## config.mk

```make
export PLATFORM = sky130hd
export DESIGN_NAME = bpm_scaler_div
export DESIGN_NICKNAME = d
export VERILOG_FILES = /design/src/rtl/bpm_scaler_div.sv
export SDC_FILE = /design/constraint.sdc
export NUM_CORES = 1
export LEC_CHECK = 0
export CAP_MARGIN = 20
export CORE_ASPECT_RATIO = 0.7
export CORE_MARGIN = 4
export CORE_UTILIZATION = 30
export DETAILED_ROUTE_END_ITERATION = 7
export GPL_ROUTABILITY_DRIVEN = 0
export PLACE_DENSITY = 0.53
export SLEW_MARGIN = 10
export SYNTH_ARGS = -nofsm -noshare
export SYNTH_HDL_FRONTEND = slang
export SYNTH_SLANG_ARGS = --single-unit
```

## constraint.sdc

```tcl
create_clock -name clk -period 2.6 [get_ports clk]
set_input_delay 0.65 -clock clk [delete_from_list [all_inputs] [get_ports clk]]
set_output_delay 0.65 -clock clk [all_outputs]
set_load 0.005 [all_outputs]
```

## src/rtl/bpm_scaler_div.sv

```systemverilog
// Tempo-to-scaler converter: scaler = round(NUMERATOR / bpm) using a bit-serial
// restoring divider with a start/busy/done handshake and a held, registered result.
module bpm_scaler_div #(
   parameter int          IN_W      = 8,
   parameter int          OUT_W     = 20,
   parameter int unsigned NUMERATOR = 1000000,
   parameter int          NUM_W     = 21
) (
   input  logic             clk,
   input  logic             rst,
   input  logic             start,
   input  logic [IN_W-1:0]  bpm,
   output logic             busy,
   output logic             done,
   output logic [OUT_W-1:0] scaler,
   output logic             err
);

   localparam int CNT_W = (NUM_W > 2) ? $clog2(NUM_W) : 1;
   localparam int EXT_W = NUM_W + OUT_W;

   typedef enum logic [1:0] {
      IDLE = 2'd0,
      DIV  = 2'd1,
      FIN  = 2'd2
   } state_t;

   state_t state_r, state_s;

   logic [IN_W-1:0]  div_r;
   logic [NUM_W-1:0] dvd_r;   // dividend bits leave at the MSB, quotient bits enter at the LSB
   logic [IN_W:0]    rem_r;
   logic [CNT_W-1:0] cnt_r;
   logic             busy_r;
   logic             done_r;
   logic             err_r;
   logic [OUT_W-1:0] scaler_r;

   logic [IN_W:0]    rem_shift_s;
   logic [IN_W:0]    rem_next_s;
   logic             q_bit_s;
   logic [EXT_W-1:0] quot_ext_s;
   logic             sat_s;

   // One restoring step plus the saturation / divide-by-zero decision.
   always_comb begin
      rem_shift_s = (rem_r << 1'b1) | (IN_W+1)'(dvd_r[NUM_W-1]);
      rem_next_s  = rem_shift_s;
      q_bit_s     = 1'b0;
      if (rem_shift_s >= {1'b0, div_r}) begin
         rem_next_s = rem_shift_s - {1'b0, div_r};
         q_bit_s    = 1'b1;
      end else begin
         rem_next_s = rem_shift_s;
         q_bit_s    = 1'b0;
      end
      quot_ext_s = EXT_W'(dvd_r);
      sat_s      = (div_r == {IN_W{1'b0}}) || (quot_ext_s > EXT_W'({OUT_W{1'b1}}));
   end

   // Next-state logic.
   always_comb begin
      state_s = state_r;
      case (state_r)
         IDLE: begin
            if (start) begin
               state_s = DIV;
            end else begin
               state_s = IDLE;
            end
         end
         DIV: begin
            if (cnt_r == {CNT_W{1'b0}}) begin
               state_s = FIN;
            end else begin
               state_s = DIV;
            end
         end
         FIN:     state_s = IDLE;
         default: state_s = IDLE;
      endcase
   end

   // State register.
   always_ff @(posedge clk or posedge rst) begin
      if (rst) begin
         state_r <= IDLE;
      end else begin
         state_r <= state_s;
      end
   end

   // Divider datapath and registered outputs.
   always_ff @(posedge clk or posedge rst) begin
      if (rst) begin
         div_r    <= {IN_W{1'b0}};
         dvd_r    <= {NUM_W{1'b0}};
         rem_r    <= {(IN_W+1){1'b0}};
         cnt_r    <= {CNT_W{1'b0}};
         busy_r   <= 1'b0;
         done_r   <= 1'b0;
         err_r    <= 1'b0;
         scaler_r <= {OUT_W{1'b1}};
      end else begin
         done_r <= 1'b0;
         busy_r <= (state_s != IDLE);
         case (state_r)
            IDLE: begin
               if (start) begin
                  div_r <= bpm;
                  dvd_r <= NUM_W'(NUMERATOR) + NUM_W'(bpm >> 1'b1);
                  rem_r <= {(IN_W+1){1'b0}};
                  cnt_r <= CNT_W'(NUM_W - 1);
               end
            end
            DIV: begin
               dvd_r <= {dvd_r[NUM_W-2:0], q_bit_s};
               rem_r <= rem_next_s;
               if (cnt_r != {CNT_W{1'b0}}) begin
                  cnt_r <= cnt_r - CNT_W'(1);
               end
            end
            FIN: begin
               done_r   <= 1'b1;
               err_r    <= sat_s;
               scaler_r <= sat_s ? {OUT_W{1'b1}} : quot_ext_s[OUT_W-1:0];
            end
            default: begin
               done_r <= 1'b0;
            end
         endcase
      end
   end

   assign busy   = busy_r;
   assign done   = done_r;
   assign scaler = scaler_r;
   assign err    = err_r;

endmodule

```

Yosys cells after proc, flatten, opt, wreduce, memory -nomap -nowiden
Cells that the tools add are included.
{"block": "totals", "reg_bits": 67, "latch_bits": 0, "mem_bits_rw": 0, "rom_bits": 0, "out_inout_bits": 23, "mem_count": 0}
{"block": "classes", "addsub": 3, "mul": 0, "n_div": 0, "magnitude_cmp": 2, "n_eq_ne": 4, "shifts": 0, "n_mux": 14, "bitwise_logic": 1, "reduce_logical": 10}
{"operator": "$pmux 21 s2", "count": 1}
{"operator": "$add 20x7->21 const A", "count": 1}
{"operator": "$gt 21x20->1 const B", "count": 1}
{"operator": "$mux 21", "count": 1}
{"operator": "$mux 20", "count": 1}
{"operator": "$mux 8", "count": 2}
{"operator": "$pmux 8 s2", "count": 1}
{"operator": "$mux 5", "count": 2}
{"operator": "$pmux 5 s2", "count": 1}
{"operator": "$ge 9x8->1", "count": 1}
{"operator": "$or 9x1->9", "count": 1}
{"operator": "$logic_not 8->1", "count": 1}
{"operator": "$sub 8x8->8", "count": 1}
{"operator": "$logic_not 5->1", "count": 1}
{"operator": "$reduce_bool 5->1", "count": 1}
{"operator": "$sub 5x1->5 const B", "count": 1}
{"operator": "$ne 2x2->1 const B", "count": 2}
{"operator": "$pmux 2 s2", "count": 1}
{"operator": "$reduce_and 2->1", "count": 2}
{"operator": "$reduce_bool 2->1", "count": 2}
{"operator": "$mux 1", "count": 3}
{"operator": "$reduce_and 3->1", "count": 1}
{"operator": "$eq 2x1->1 const B", "count": 1}
{"operator": "$eq 2x2->1 const B", "count": 1}
{"operator": "other kinds (3)", "count": 3}

Depth between registers and ports, before layout
{"block": "logic_depth", "word_depth": 4, "ltp_mapped": 8, "depth_no_buf": 8}

Worst setup path after synthesis
No wires, ideal clock.
{"block": "synth_path", "path_kind": "register to register", "from": "register div_r[0]", "to": "register rem_r[6]", "setup_time_ns": 0.121, "arrival_ns": 1.656, "required_time_ns": 2.479, "slack_ns": 0.823, "stages_incl_launch_ff": 8, "n_path_buf": 0, "synth_period_minus_slack_ns": 1.777, "path_cell_list": "dfrtp_1 > ha_1 > fa_1 > nand2b_1 > a21oi_1 > mux2i_1 > a211o_1 > nand2_1"}
{"block": "synth_via", "elab_chain_len": 3, "elab_cells_between_ends": 4, "classes_between": "add/sub (1); order compare (1); mux (2)"}
{"item": "start, declared", "line_no": "30", "rtl": "logic [IN_W-1:0] div_r;"}
{"item": "start signal, assigned", "line_no": "96", "rtl": "div_r <= {IN_W{1'b0}};"}
{"item": "start signal, assigned", "line_no": "110", "rtl": "div_r <= bpm;"}
{"item": "$sub 8x8->8 / $ge 9x8->1 (equally long branches)", "line_no": "51, 50"}
{"item": "$mux 8 *", "line_no": "50", "rtl": "if (rem_shift_s >= {1'b0, div_r}) begin"}
{"item": "$pmux 8 s2 *", "line_no": "107", "rtl": "case (state_r)"}
{"item": "end signal, assigned", "line_no": "98", "rtl": "rem_r <= {(IN_W+1){1'b0}};"}
{"item": "end signal, assigned", "line_no": "112", "rtl": "rem_r <= {(IN_W+1){1'b0}};"}
{"item": "end signal, assigned", "line_no": "118", "rtl": "rem_r <= rem_next_s;"}
{"item": "end, declared", "line_no": "32", "rtl": "logic [IN_W:0] rem_r;"}
Mark *: on every way between the ends. The rest lies on a longest branch, timed or not.
A chain may end at the register's enable or synchronous reset.

Final worst setup path
{"block": "layout_path", "from": "register div_r[6]", "to": "register rem_r[4]"}
{"block": "layout_via", "elab_chain_len": 3}
{"item": "$ge 9x8->1", "line_no": "50"}
{"item": "$mux 8", "line_no": "50"}
{"item": "$pmux 8 s2", "line_no": "107"}
No other way between the ends.

==> flow_metrics.env <==
export IMPL_port_buffers=33
export IMPL_initial_core_util=0.314
export IMPL_fin_worst_skew_ns=0.00932
export IMPL_nets=333
export IMPL_yosysTopAreaCell="dfrtp_1"
export IMPL_fmax_ghz=0.482
export IMPL_synth_main_ff_cell="dfrtp_1"
export IMPL_path_class="reg -> reg"
export IMPL_required_ns=2.79
export IMPL_internal_power_mw=4.01
export IMPL_ctsResizeCount=0
export IMPL_p_switching_mw=2.21
export IMPL_postCtsSetupRepairBufs=0
export IMPL_first_pass_iters=4
export IMPL_synth_async_sr_flop_share=1.00
export IMPL_die_h_um=93.0
export IMPL_worstMarginPinSlew_ns=0.752
export IMPL_synth_distinct_cells=51
export IMPL_fin_crit_ns=2.07
export IMPL_synth_area_per_cell_um2=11.3
export IMPL_routed_wl_um=6910
export IMPL_drive_gt1_frac=0.177
export IMPL_syn_to_final_growth_pct=27.0
export IMPL_io_pins=34
export IMPL_viasPerCell=5.05
export IMPL_tns_ns=0
export IMPL_row_count=30
export IMPL_finalSetupViolCount=0
export IMPL_cts_hold_buf=0
export IMPL_seqPwrFrac=0.328
export IMPL_critPathLaunchType="flop"
export IMPL_crit_fanout=15
export IMPL_synth_top_area_frac=0.379
export IMPL_power_density_nw_per_um2=1580
export IMPL_ir_worst_vdd_uv=574
export IMPL_p_leak_nw=1.61
export IMPL_synthTopCellsByArea="dfrtp_1 (38%), dfstp_2 (17%), o22a_1 (7.3%)"
export IMPL_status="completed"
export IMPL_avgRoutedWirePerCell_um=15.6
export IMPL_antennaDiodeCount=0
export IMPL_arrival_ns=2.26
export IMPL_track_usage=0.123
export IMPL_fin_crit_sh=0.797
export IMPL_rsz0062_at_grt="no"
export IMPL_clock_path_buffers=2
export IMPL_gr_total_overflow=0
export IMPL_clk_latency_ns=0.33
export IMPL_relSlewSlack=0.499
export IMPL_drv_cap=0
export IMPL_grt_pass1_wl_um=11700
export IMPL_ys_ff_latch=67
export IMPL_grt_pass1_vias=2282
export IMPL_cts_tree="done"
export IMPL_htree_num_levels=3
export IMPL_cts_made_buffers=9
export IMPL_die_x_um=129
export IMPL_synth_edf_count=0
export IMPL_syn_inst=275
export IMPL_hold_path_class="reg -> reg"
export IMPL_hpwlAfterDp_um=4760
export IMPL_final_common_cell="dfrtp_1"
export IMPL_pwr_share_clk=0.242
export IMPL_hold_viol=0
export IMPL_vias=2241
export IMPL_ant_nets=0
export IMPL_netSwitchingFraction=0.355
export IMPL_slew_viol_final=0
export IMPL_drc=0
export IMPL_finalPower_mw=6.22
export IMPL_antenna_found_initial=0
export IMPL_netlist_area_um2=3100
export IMPL_synth_seq_area_share=0.549
export IMPL_synth_fp_nets=297
export IMPL_yosys_warnings=0
export IMPL_core_um2=9870
export IMPL_endpoint_kind="flop"
export IMPL_power_frac_comb=0.430
export IMPL_grt_max_degree=68
export IMPL_dr_first_iter_drc_count=84
export IMPL_die_area_um2=12000
export IMPL_cts_sinks=67
export IMPL_clk_pin_slew_ns=0.06
export IMPL_layout_common_cells="dfrtp_1 (47), clkdlybuf4s50_1 (33), nand2_1 (28)"
export IMPL_nFillCells=977
export IMPL_root_buffer="clkbuf_16"
[synthesized netlist by cell type (2+ instances only)]
library cell   n
nor4_1         2
nand3_1        5
a21oi_2        3
dfstp_2       20
a31oi_1        5
inv_2          2
xnor2_1        3
nand2_1       28
dfrtp_1       47
o21ai_0       16
nor2b_1        7
a21oi_1        8
o21ai_1        2
a32oi_1        3
inv_1         14
nor2_1        11
ha_1          10
mux2i_1        3
clkbuf_1       3
o21bai_1       2
and2b_1        3
nor3_1         2
a22o_1         6
buf_2          9
o31ai_1        2
o22a_1        26
o21ai_2        2
xor2_1         3
and2_1         2
a21o_1         2
nand2b_1       3
a22oi_1        2
[critical path, stage by stage, from the launching register on]
cell and delay (ns):
dfrtp_1 0.35, inv_1 0.06, ha_1 0.39, a21oi_2 0.23, o221ai_2 0.14, a31oi_4 0.43, mux2i_1 0.24, o21ai_0 0.08
[power groups by stage]
stage / combinational (mW) / clock (mW) / sequential, mW
3_3_place_gp: 2.62 / 0 / 2.05
6_report: 2.67 / 1.50 / 2.04
3_5_place_dp: 2.68 / 0 / 2.06
2_1_floorplan: 2.00 / 0 / 1.95
5_1_grt: 2.99 / 1.58 / 2.11
4_1_cts: 2.70 / 1.53 / 2.04
[area by class of cell]
cell class | instances | area [um2] | share of cell area
Clock buffer | 10 | 229 | 0.0582
Multi-Input combinational cell | 178 | 1260 | 0.321
Inverter | 16 | 60.1 | 0.0153
Sequential cell | 67 | 1700 | 0.432
Tap cell | 128 | 160 | 0.0407
Clock inverter | 6 | 136 | 0.0346
Timing Repair Buffer | 39 | 388 | 0.0985
[path summary, 6_finish.rpt]
| path | startpoint | endpoint | slack (ns) | cells after the start |
|---|---|---|---|---|
| max | div_r[6]$_DFFE_PP0P_ | rem_r[4]$_DFFE_PP0P_ | 0.53 | 7 |
| min | err$_DFFE_PP0P_ | err$_DFFE_PP0P_ | 0.49 | 1 |
| max reg2reg | div_r[6]$_DFFE_PP0P_ | rem_r[4]$_DFFE_PP0P_ | 0.53 | 7 |
| min reg2reg | err$_DFFE_PP0P_ | err$_DFFE_PP0P_ | 0.49 | 1 |
| max in group asynchronous | rst | scaler[2]$_DFFE_PP1P_ | 1.54 | 3 |
| min in group asynchronous | rst | err$_DFFE_PP0P_ | 0.71 | 3 |
[layer usage]
metal,global-route usage,wire length [um],vias up
met3,0.0451,300,4
li1,-,-,1076
met4,0.0285,42,0
met5,0,0,-
met2,0.176,3040,45
met1,0.178,3530,1116
[stage by stage]
| step | instance area, um2 | std cells | hold slack [ns] | utilization | setup slack [ns] |
|---|---|---|---|---|---|
| CTS | 3940 | 444 | 0.500 | 0.399 | 0.506 |
| global route | 3940 | 444 | 0.528 | 0.399 | 0.342 |
| finish | 3940 | 444 | 0.491 | 0.399 | 0.527 |
| floorplan | 3100 | 275 | 0.472 | - | 0.300 |
| global placement | 3570 | 428 | 0.477 | 0.362 | 0.476 |
| detailed placement | 3570 | 428 | 0.487 | 0.362 | 0.424 |
[flip-flops by register name, summed over array words and instances, names as in the netlist]
register / count
rem_r: 8
div_r: 8
cnt_r: 5
done: 1
dvd_r: 21
state_r: 2
scaler: 20
busy: 1
err: 1
[cell families after synthesis]
| group | after synthesis | synth area share |
|---|---|---|
| mux | 4 | 0.0133 |
| fa+ha+maj | 11 | 0.0468 |
| compound gates | 90 | 0.223 |
| simple gates | 67 | 0.107 |
| xor+xnor | 6 | 0.0170 |
| flops | 67 | 0.549 |
| buf+inv | 30 | 0.0436 |
(Power assumes the default switching activity.)
